File: src/rtl/uart_tx_arbiter_pkg.sv
// Shared constants and state encoding for the UART transmit arbiter.
// The baud timing constants size the default stall timeout of the top level.
package uart_tx_arbiter_pkg;

  localparam int CLK_FREQ_MHZ  = 50;
  localparam int BAUD          = 115200;
  localparam int CYC_PER_BIT   = 434;
  localparam int CYC_PER_FRAME = 4340;

  typedef enum logic {
    ST_IDLE = 1'b0,
    ST_XFER = 1'b1
  } arb_state_t;

endpackage

File: src/rtl/uart_tx_arbiter_if.sv
// Requester-side and transmitter-side signals of the UART transmit arbiter.
// master = requesters plus uart_tx, slave = the arbiter.
interface uart_tx_arbiter_if #(
  parameter int NUM_REQ = 4,
  parameter int DATA_W  = 8
);

  logic [NUM_REQ-1:0]        req_valid;
  logic [NUM_REQ*DATA_W-1:0] req_data;
  logic [NUM_REQ-1:0]        req_last;
  logic [NUM_REQ-1:0]        req_ready;
  logic                      tx_valid;
  logic [DATA_W-1:0]         tx_data;
  logic                      tx_ready;
  logic [NUM_REQ-1:0]        grant;
  logic                      busy;
  logic                      timeout_pulse;

  modport master (
    output req_valid, req_data, req_last, tx_ready,
    input  req_ready, tx_valid, tx_data, grant, busy, timeout_pulse
  );

  modport slave (
    input  req_valid, req_data, req_last, tx_ready,
    output req_ready, tx_valid, tx_data, grant, busy, timeout_pulse
  );

endinterface

File: src/rtl/uart_rr_pick.sv
// Combinational round-robin picker: first requester above last_winner, wrapping.
// The request vector is doubled and shifted so the search is a plain priority scan.
module uart_rr_pick #(
  parameter  int NUM_REQ = 4,
  localparam int IDX_W   = $clog2(NUM_REQ)
) (
  input  logic [NUM_REQ-1:0] req,
  input  logic [IDX_W-1:0]   last_winner,
  output logic [NUM_REQ-1:0] winner,
  output logic [IDX_W-1:0]   winner_idx
);

  logic [2*NUM_REQ-1:0] req_dbl;
  logic [NUM_REQ-1:0]   req_rot;
  int                   shift;
  int                   pos;

  always_comb begin
    req_dbl    = {req, req};
    shift      = int'(last_winner) + 1;
    req_rot    = NUM_REQ'(req_dbl >> shift);
    winner     = '0;
    winner_idx = '0;
    pos        = 0;
    // Descending scan: the lowest rotated offset is written last and wins.
    for (int i = NUM_REQ - 1; i >= 0; i--) begin
      if (req_rot[i]) begin
        pos = shift + i;
        if (pos >= NUM_REQ) pos = pos - NUM_REQ;
        winner     = NUM_REQ'(1) << pos;
        winner_idx = IDX_W'(pos);
      end
    end
  end

endmodule

File: src/rtl/uart_tx_arbiter.sv
// Round-robin arbiter with packet lock sharing one uart_tx among NUM_REQ byte streams.
// Define UART_ARB_TIMEOUT_EN to force-release an owner that stalls for TIMEOUT_CYC cycles.
//
//  state   | meaning
//  --------+----------------------------------------------------------
//  ST_IDLE | no owner; registers a round-robin grant when any req_valid
//  ST_XFER | owner's stream passes straight through until a last byte
module uart_tx_arbiter
  import uart_tx_arbiter_pkg::*;
#(
  parameter int NUM_REQ     = 4,
  parameter int DATA_W      = 8,
  parameter int TIMEOUT_CYC = 16 * CYC_PER_FRAME
) (
  input logic              clk,
  input logic              rst,
  uart_tx_arbiter_if.slave bus
);

  localparam int IDX_W = $clog2(NUM_REQ);

  if (NUM_REQ < 2 || NUM_REQ > 8) begin : g_bad_num_req
    $error("NUM_REQ must be 2..8");
  end
  if (TIMEOUT_CYC < 1) begin : g_bad_timeout
    $error("TIMEOUT_CYC must be positive");
  end

  arb_state_t         state;
  logic [NUM_REQ-1:0] grant_q;
  logic [IDX_W-1:0]   owner;
  logic [IDX_W-1:0]   last_winner;
  logic               busy_q;
  logic [NUM_REQ-1:0] pick;
  logic [IDX_W-1:0]   pick_idx;
  logic               tx_valid_c;
  logic [DATA_W-1:0]  tx_data_c;
  logic [NUM_REQ-1:0] req_ready_c;
  logic               xfer_fire;

  uart_rr_pick #(.NUM_REQ(NUM_REQ)) u_pick (
    .req         (bus.req_valid),
    .last_winner (last_winner),
    .winner      (pick),
    .winner_idx  (pick_idx)
  );

  // The arbiter holds no data: the owner's byte is muxed through untouched.
  always_comb begin
    tx_valid_c  = 1'b0;
    tx_data_c   = '0;
    req_ready_c = '0;
    if (state == ST_XFER) begin
      tx_valid_c         = bus.req_valid[owner];
      req_ready_c[owner] = bus.tx_ready;
      for (int i = 0; i < NUM_REQ; i++) begin
        if (owner == IDX_W'(i)) tx_data_c = bus.req_data[i*DATA_W +: DATA_W];
      end
    end
  end

  assign xfer_fire = tx_valid_c & bus.tx_ready;

`ifdef UART_ARB_TIMEOUT_EN
  localparam int TMR_W = $clog2(TIMEOUT_CYC + 1);
  logic [TMR_W-1:0] stall_left;
  logic             timeout_q;
`endif

  always_ff @(posedge clk or posedge rst) begin
    if (rst) begin
      state       <= ST_IDLE;
      grant_q     <= '0;
      owner       <= '0;
      last_winner <= IDX_W'(NUM_REQ - 1);
      busy_q      <= 1'b0;
`ifdef UART_ARB_TIMEOUT_EN
      stall_left  <= TMR_W'(TIMEOUT_CYC);
      timeout_q   <= 1'b0;
`endif
    end else begin
`ifdef UART_ARB_TIMEOUT_EN
      timeout_q <= 1'b0;
`endif
      case (state)
        ST_IDLE: begin
          if (|bus.req_valid) begin
            state   <= ST_XFER;
            grant_q <= pick;
            owner   <= pick_idx;
            busy_q  <= 1'b1;
`ifdef UART_ARB_TIMEOUT_EN
            stall_left <= TMR_W'(TIMEOUT_CYC);
`endif
          end
        end
        ST_XFER: begin
          if (xfer_fire) begin
            if (bus.req_last[owner]) begin
              state       <= ST_IDLE;
              grant_q     <= '0;
              busy_q      <= 1'b0;
              last_winner <= owner;
            end
`ifdef UART_ARB_TIMEOUT_EN
            stall_left <= TMR_W'(TIMEOUT_CYC);
          end else if (!tx_valid_c) begin
            // Down-counter reaching its last step is the TIMEOUT_CYC-th idle cycle.
            if (stall_left == TMR_W'(1)) begin
              state       <= ST_IDLE;
              grant_q     <= '0;
              busy_q      <= 1'b0;
              last_winner <= owner;
              timeout_q   <= 1'b1;
            end else begin
              stall_left <= stall_left - 1'b1;
            end
`endif
          end
        end
        default: state <= ST_IDLE;
      endcase
    end
  end

  assign bus.grant     = grant_q;
  assign bus.busy      = busy_q;
  assign bus.tx_valid  = tx_valid_c;
  assign bus.tx_data   = tx_data_c;
  assign bus.req_ready = req_ready_c;
`ifdef UART_ARB_TIMEOUT_EN
  assign bus.timeout_pulse = timeout_q;
`else
  assign bus.timeout_pulse = 1'b0;
`endif

endmodule
File: src/flat_wrapper.sv
// flat-port wrapper written by rule: the top's interface ports become plain ports
module uart_tx_arbiter_flat import uart_tx_arbiter_pkg::*;
#(
  parameter int NUM_REQ     = 4,
  parameter int DATA_W      = 8,
  parameter int TIMEOUT_CYC = 16 * CYC_PER_FRAME
)
  (clk, rst, bus_req_valid, bus_req_data, bus_req_last, bus_tx_ready, bus_req_ready, bus_tx_valid, bus_tx_data, bus_grant, bus_busy, bus_timeout_pulse);
  uart_tx_arbiter_if #(.NUM_REQ(NUM_REQ), .DATA_W(DATA_W)) bus_i ();
  input logic clk;
  input logic rst;
  input wire logic [$bits(bus_i.req_valid)-1:0] bus_req_valid;
  input wire logic [$bits(bus_i.req_data)-1:0] bus_req_data;
  input wire logic [$bits(bus_i.req_last)-1:0] bus_req_last;
  input wire logic [$bits(bus_i.tx_ready)-1:0] bus_tx_ready;
  output wire logic [$bits(bus_i.req_ready)-1:0] bus_req_ready;
  output wire logic [$bits(bus_i.tx_valid)-1:0] bus_tx_valid;
  output wire logic [$bits(bus_i.tx_data)-1:0] bus_tx_data;
  output wire logic [$bits(bus_i.grant)-1:0] bus_grant;
  output wire logic [$bits(bus_i.busy)-1:0] bus_busy;
  output wire logic [$bits(bus_i.timeout_pulse)-1:0] bus_timeout_pulse;
  assign bus_i.req_valid = bus_req_valid;
  assign bus_i.req_data = bus_req_data;
  assign bus_i.req_last = bus_req_last;
  assign bus_i.tx_ready = bus_tx_ready;
  assign bus_req_ready = bus_i.req_ready;
  assign bus_tx_valid = bus_i.tx_valid;
  assign bus_tx_data = bus_i.tx_data;
  assign bus_grant = bus_i.grant;
  assign bus_busy = bus_i.busy;
  assign bus_timeout_pulse = bus_i.timeout_pulse;
  uart_tx_arbiter #(.NUM_REQ(NUM_REQ), .DATA_W(DATA_W), .TIMEOUT_CYC(TIMEOUT_CYC)) u_core (.clk(clk), .rst(rst), .bus(bus_i));
endmodule
File: config.mk
export PLATFORM = sky130hd
export DESIGN_NAME = uart_tx_arbiter_flat
export DESIGN_NICKNAME = d
export VERILOG_FILES = /design/src/rtl/uart_tx_arbiter_pkg.sv /design/src/rtl/uart_tx_arbiter_if.sv /design/src/rtl/uart_rr_pick.sv /design/src/rtl/uart_tx_arbiter.sv /design/src/flat_wrapper.sv
export SDC_FILE = /design/constraint.sdc
export NUM_CORES = 1
export LEC_CHECK = 0
export ABC_AREA = 0
export CAP_MARGIN = 20
export CORE_MARGIN = 2
export CORE_UTILIZATION = 42
export CTS_BUF_LIST = sky130_fd_sc_hd__clkbuf_8
export DETAILED_ROUTE_END_ITERATION = 10
export PLACE_DENSITY = 0.8
export SLEW_MARGIN = 20
export SYNTH_ARGS = -nofsm -noshare
export SYNTH_HDL_FRONTEND = slang
export SYNTH_SLANG_ARGS = --single-unit
export TNS_END_PERCENT = 30
File: constraint.sdc
create_clock -name clk -period 2.28 [get_ports clk]
set_input_delay 0.684 -clock clk [delete_from_list [all_inputs] [get_ports clk]]
set_output_delay 0.684 -clock clk [all_outputs]
set_load 0.01 [all_outputs]
==> metrics.yaml, run 1 <==
run_status:
  status: "completed"
route:
  drtPass1Iterations: 4
  wl_um: 3900
  drcViolationCount: 0
  postRouteAntennaNets: 0
  post_drt_via_cell_ratio: 5.59
  detail_route.wl_per_cell_um: 17.1
  vias: 1275
  drtIter0Drc: 49
final_layout:
  regArea_um2: 254
  num_antenna_cells: 0
  nFillCells: 222
  multiInputGateArea_um2: 907
  area_delta_synth_final_pct: 50.6
  drive_above_1_share_pct: 47.7
  post-route-cell-area_um2: 1880
  nets: 249
  final_common_cell: "buf_2"
  final_cell_mix: "buf_2 (21), buf_4 (18), clkbuf_2 (14)"
grt:
  grt.total_usage_pct: 24.6
  grt_overflow: 0
  antenna_found_initial: 0
  first_global_vias: 1358
  grt_max_degree: 16
  grt_pass1_wl_um: 6340
pwr:
  ir_drop_mv: 0.759
  power_frac_seq_pct: 17.4
  p_int_w: 0.00132
  clkPwrFrac_pct: 9.9
  p_leak_nw: 0.875
  power_switching_w: 0.000916
  sw_frac_of_total_pct: 40.9
  combPwrFrac_pct: 72.7
  p_per_area_nw_per_um2: 1190
floorplanning:
  die-area_um2: 3430
  rows: 19
  ios: 62
  die_h_um: 58.6
  initial_core_util_pct: 44.9
  die_x_um: 58.6
  core-area_um2: 2780
logic_synthesis:
  yosys_warnings: 0
  synth-main-ff-cell: "dfrtp_1"
  synthArstFlopShare_pct: 100
  synth.avg_cell_area_um2: 10.0
  ys_ff_latch: 10
  syn-cell-area_um2: 1250
  synth_edf_count: 0
  synth.net_count: 176
  synth_cell_types: 42
  ys_seq_area_share_pct: 20.2
  syn_inst: 125
cts:
  cts_buffers: 3
  root_buffer: "clkbuf_8"
  clock_latency_ns: 0.24
  cts-htree-levels: 1
  cts_tree: "done"
  clkTransAtPathRegs_ns: 0.05
  clock_sinks: 10
  clk_path_buf_depth: 2
place:
  gp_congestion: 0.880
  hpwl_um: 3200
  place_area_um2: 1970
  io_buffers: 60
flow_run:
  maxCapViolCount: 0
sta:
  fmax_mhz: 441
  fin_hold_ws_ns: 0.473
  fin_tns_setup_ns: 0
  fin_crit_sh_pct: 99.4
  rsz0062_at_grt: "yes"
  setup_viol_count_final: 0
  fin_skew_ns: 0.000749
  hold_viol: 0
  finalMaxSlewViolations: 0
  period_minus_slack_ns: 2.27
setup_path:
  worst_ep_required_time_ns: 1.60
  cp_slowest_stage_delay_ns: 0.43
  critical_path_class: "input pin to primary output"
  critPathMaxFanout: 1
  crit_slowest_cell: "mux4_2"
  rrSetupSlack_ns: 0.25
  end_kind: "primary output"
  arrival_ns: 1.58
  crit_chain: "clkdlybuf4s15_1 -> mux4_2 -> and2_1 -> buf_2"
  worstSetupStartpointType: "input pin"
hold_path:
  hold_class: "register to register"
power by group through the flow:
stage / Clock [W] / Sequential [W] / Combinational, W
floorplan: 0 / 0.000339 / 0.00100
global placement: 0 / 0.000385 / 0.00158
detailed placement: 0 / 0.000388 / 0.00163
CTS: 0.000226 / 0.000386 / 0.00158
global route: 0.000237 / 0.000405 / 0.00175
finish: 0.000221 / 0.000390 / 0.00163
cell usage after synthesis, drive strengths merged (3+ instances only):
cell type | n | share of area [%]
nor3 | 3 | 1.6
ha | 8 | 8.0
nor2b | 4 | 2.0
nor2 | 5 | 1.5
o221ai | 4 | 2.8
dfrtp | 8 | 16
and2 | 9 | 4.5
mux4 | 13 | 24
a221oi | 4 | 2.8
buf | 8 | 4.8
mux2 | 3 | 2.7
clkbuf | 3 | 0.90
o21ai | 6 | 2.4
nand2 | 9 | 2.7
inv | 10 | 3.0
mux2i | 6 | 4.8
stage by stage:
step | setup slack [ns] | power, W | std cells | util [%]
6_report | 0.0147 | 0.00224 | 228 | 67.7
5_1_grt | -0.0224 | 0.00240 | 228 | 67.7
4_1_cts | -0.0419 | 0.00219 | 228 | 69.4
3_5_place_dp | -0.675 | 0.00202 | 223 | 70.7
3_3_place_gp | -0.671 | 0.00196 | 223 | 70.7
2_1_floorplan | 0.0795 | 0.00134 | 125 | -
path summary, 6_finish.rpt:
kind | start | end | cells after the start
hold / removal | u_core.bus.busy | u_core.bus.busy | 1
setup / recovery | bus_req_data[0] | bus_tx_data[0] | 4
setup reg to reg | u_core.last_winner[0] | u_core.owner[1] | 5
hold reg to reg | u_core.bus.busy | u_core.bus.busy | 1
max in group asynchronous | rst | u_core.last_winner[1] | 2
min in group asynchronous | rst | u_core.bus.grant[1] | 2
cell families after synthesis:
kind of cell             synth area share, %
adder cells (fa/ha/maj)                 8.01
other                                  0.300
flip-flops                              20.2
AO/OA/AOI/OAI                           14.1
multiplexers                            31.2
buffers and inverters                   8.71
AND/OR/NAND/NOR                         17.4
per-layer routing:
layer / track usage [%] / vias up / wire, µm
met5: 0 / - / 0
met3: 4.62 / 15 / 148
met2: 44.3 / 38 / 2060
li1: - / 611 / -
met4: 13.0 / 0 / 150
met1: 27.3 / 611 / 1540
final cells by class:
| cell class | instances | share of cell area, % |
|---|---|---|
| multi-input combinational | 94 | 48.2 |
| tap | 31 | 2.06 |
| timing repair buffer | 79 | 31.3 |
| clock buffer | 4 | 2.93 |
| inverter | 10 | 1.99 |
| sequential | 10 | 13.5 |
state kept, by name, summed over array words and instances (netlist names):
name	flops
u_core.bus.busy	1
u_core.bus.grant	4
u_core.last_winner	2
u_core.owner	2
u_core.state	1
critical path, delay by kind of cell:
kind | cells | cell delay (ns)
buffers and inverters | 2 | 0.30
multiplexers | 1 | 0.43
AND/OR/NAND/NOR | 1 | 0.16
what timing repair did:
item | 4_1_cts | 5_1_grt
setup endpoints to repair | 17 | 12
hold buffers | 0 | 0
pin swaps | 1 | 1
setup buffers | 1 | 0
resized for setup | 148 | 20
No activity file was read; power rests on OpenSTA's default activity.
==> run 2, diff against run 1 <==
--- a/config.mk
+++ b/config.mk
@@ -6,6 +6,7 @@
 export NUM_CORES = 1
 export LEC_CHECK = 0
 export ABC_AREA = 0
+export ABC_CLOCK_PERIOD_IN_PS = 2280
 export CAP_MARGIN = 20
 export CORE_MARGIN = 2
 export CORE_UTILIZATION = 42
==> results of run 2 <==
The final DEF is identical to that of run 1; final timing and power are the same.
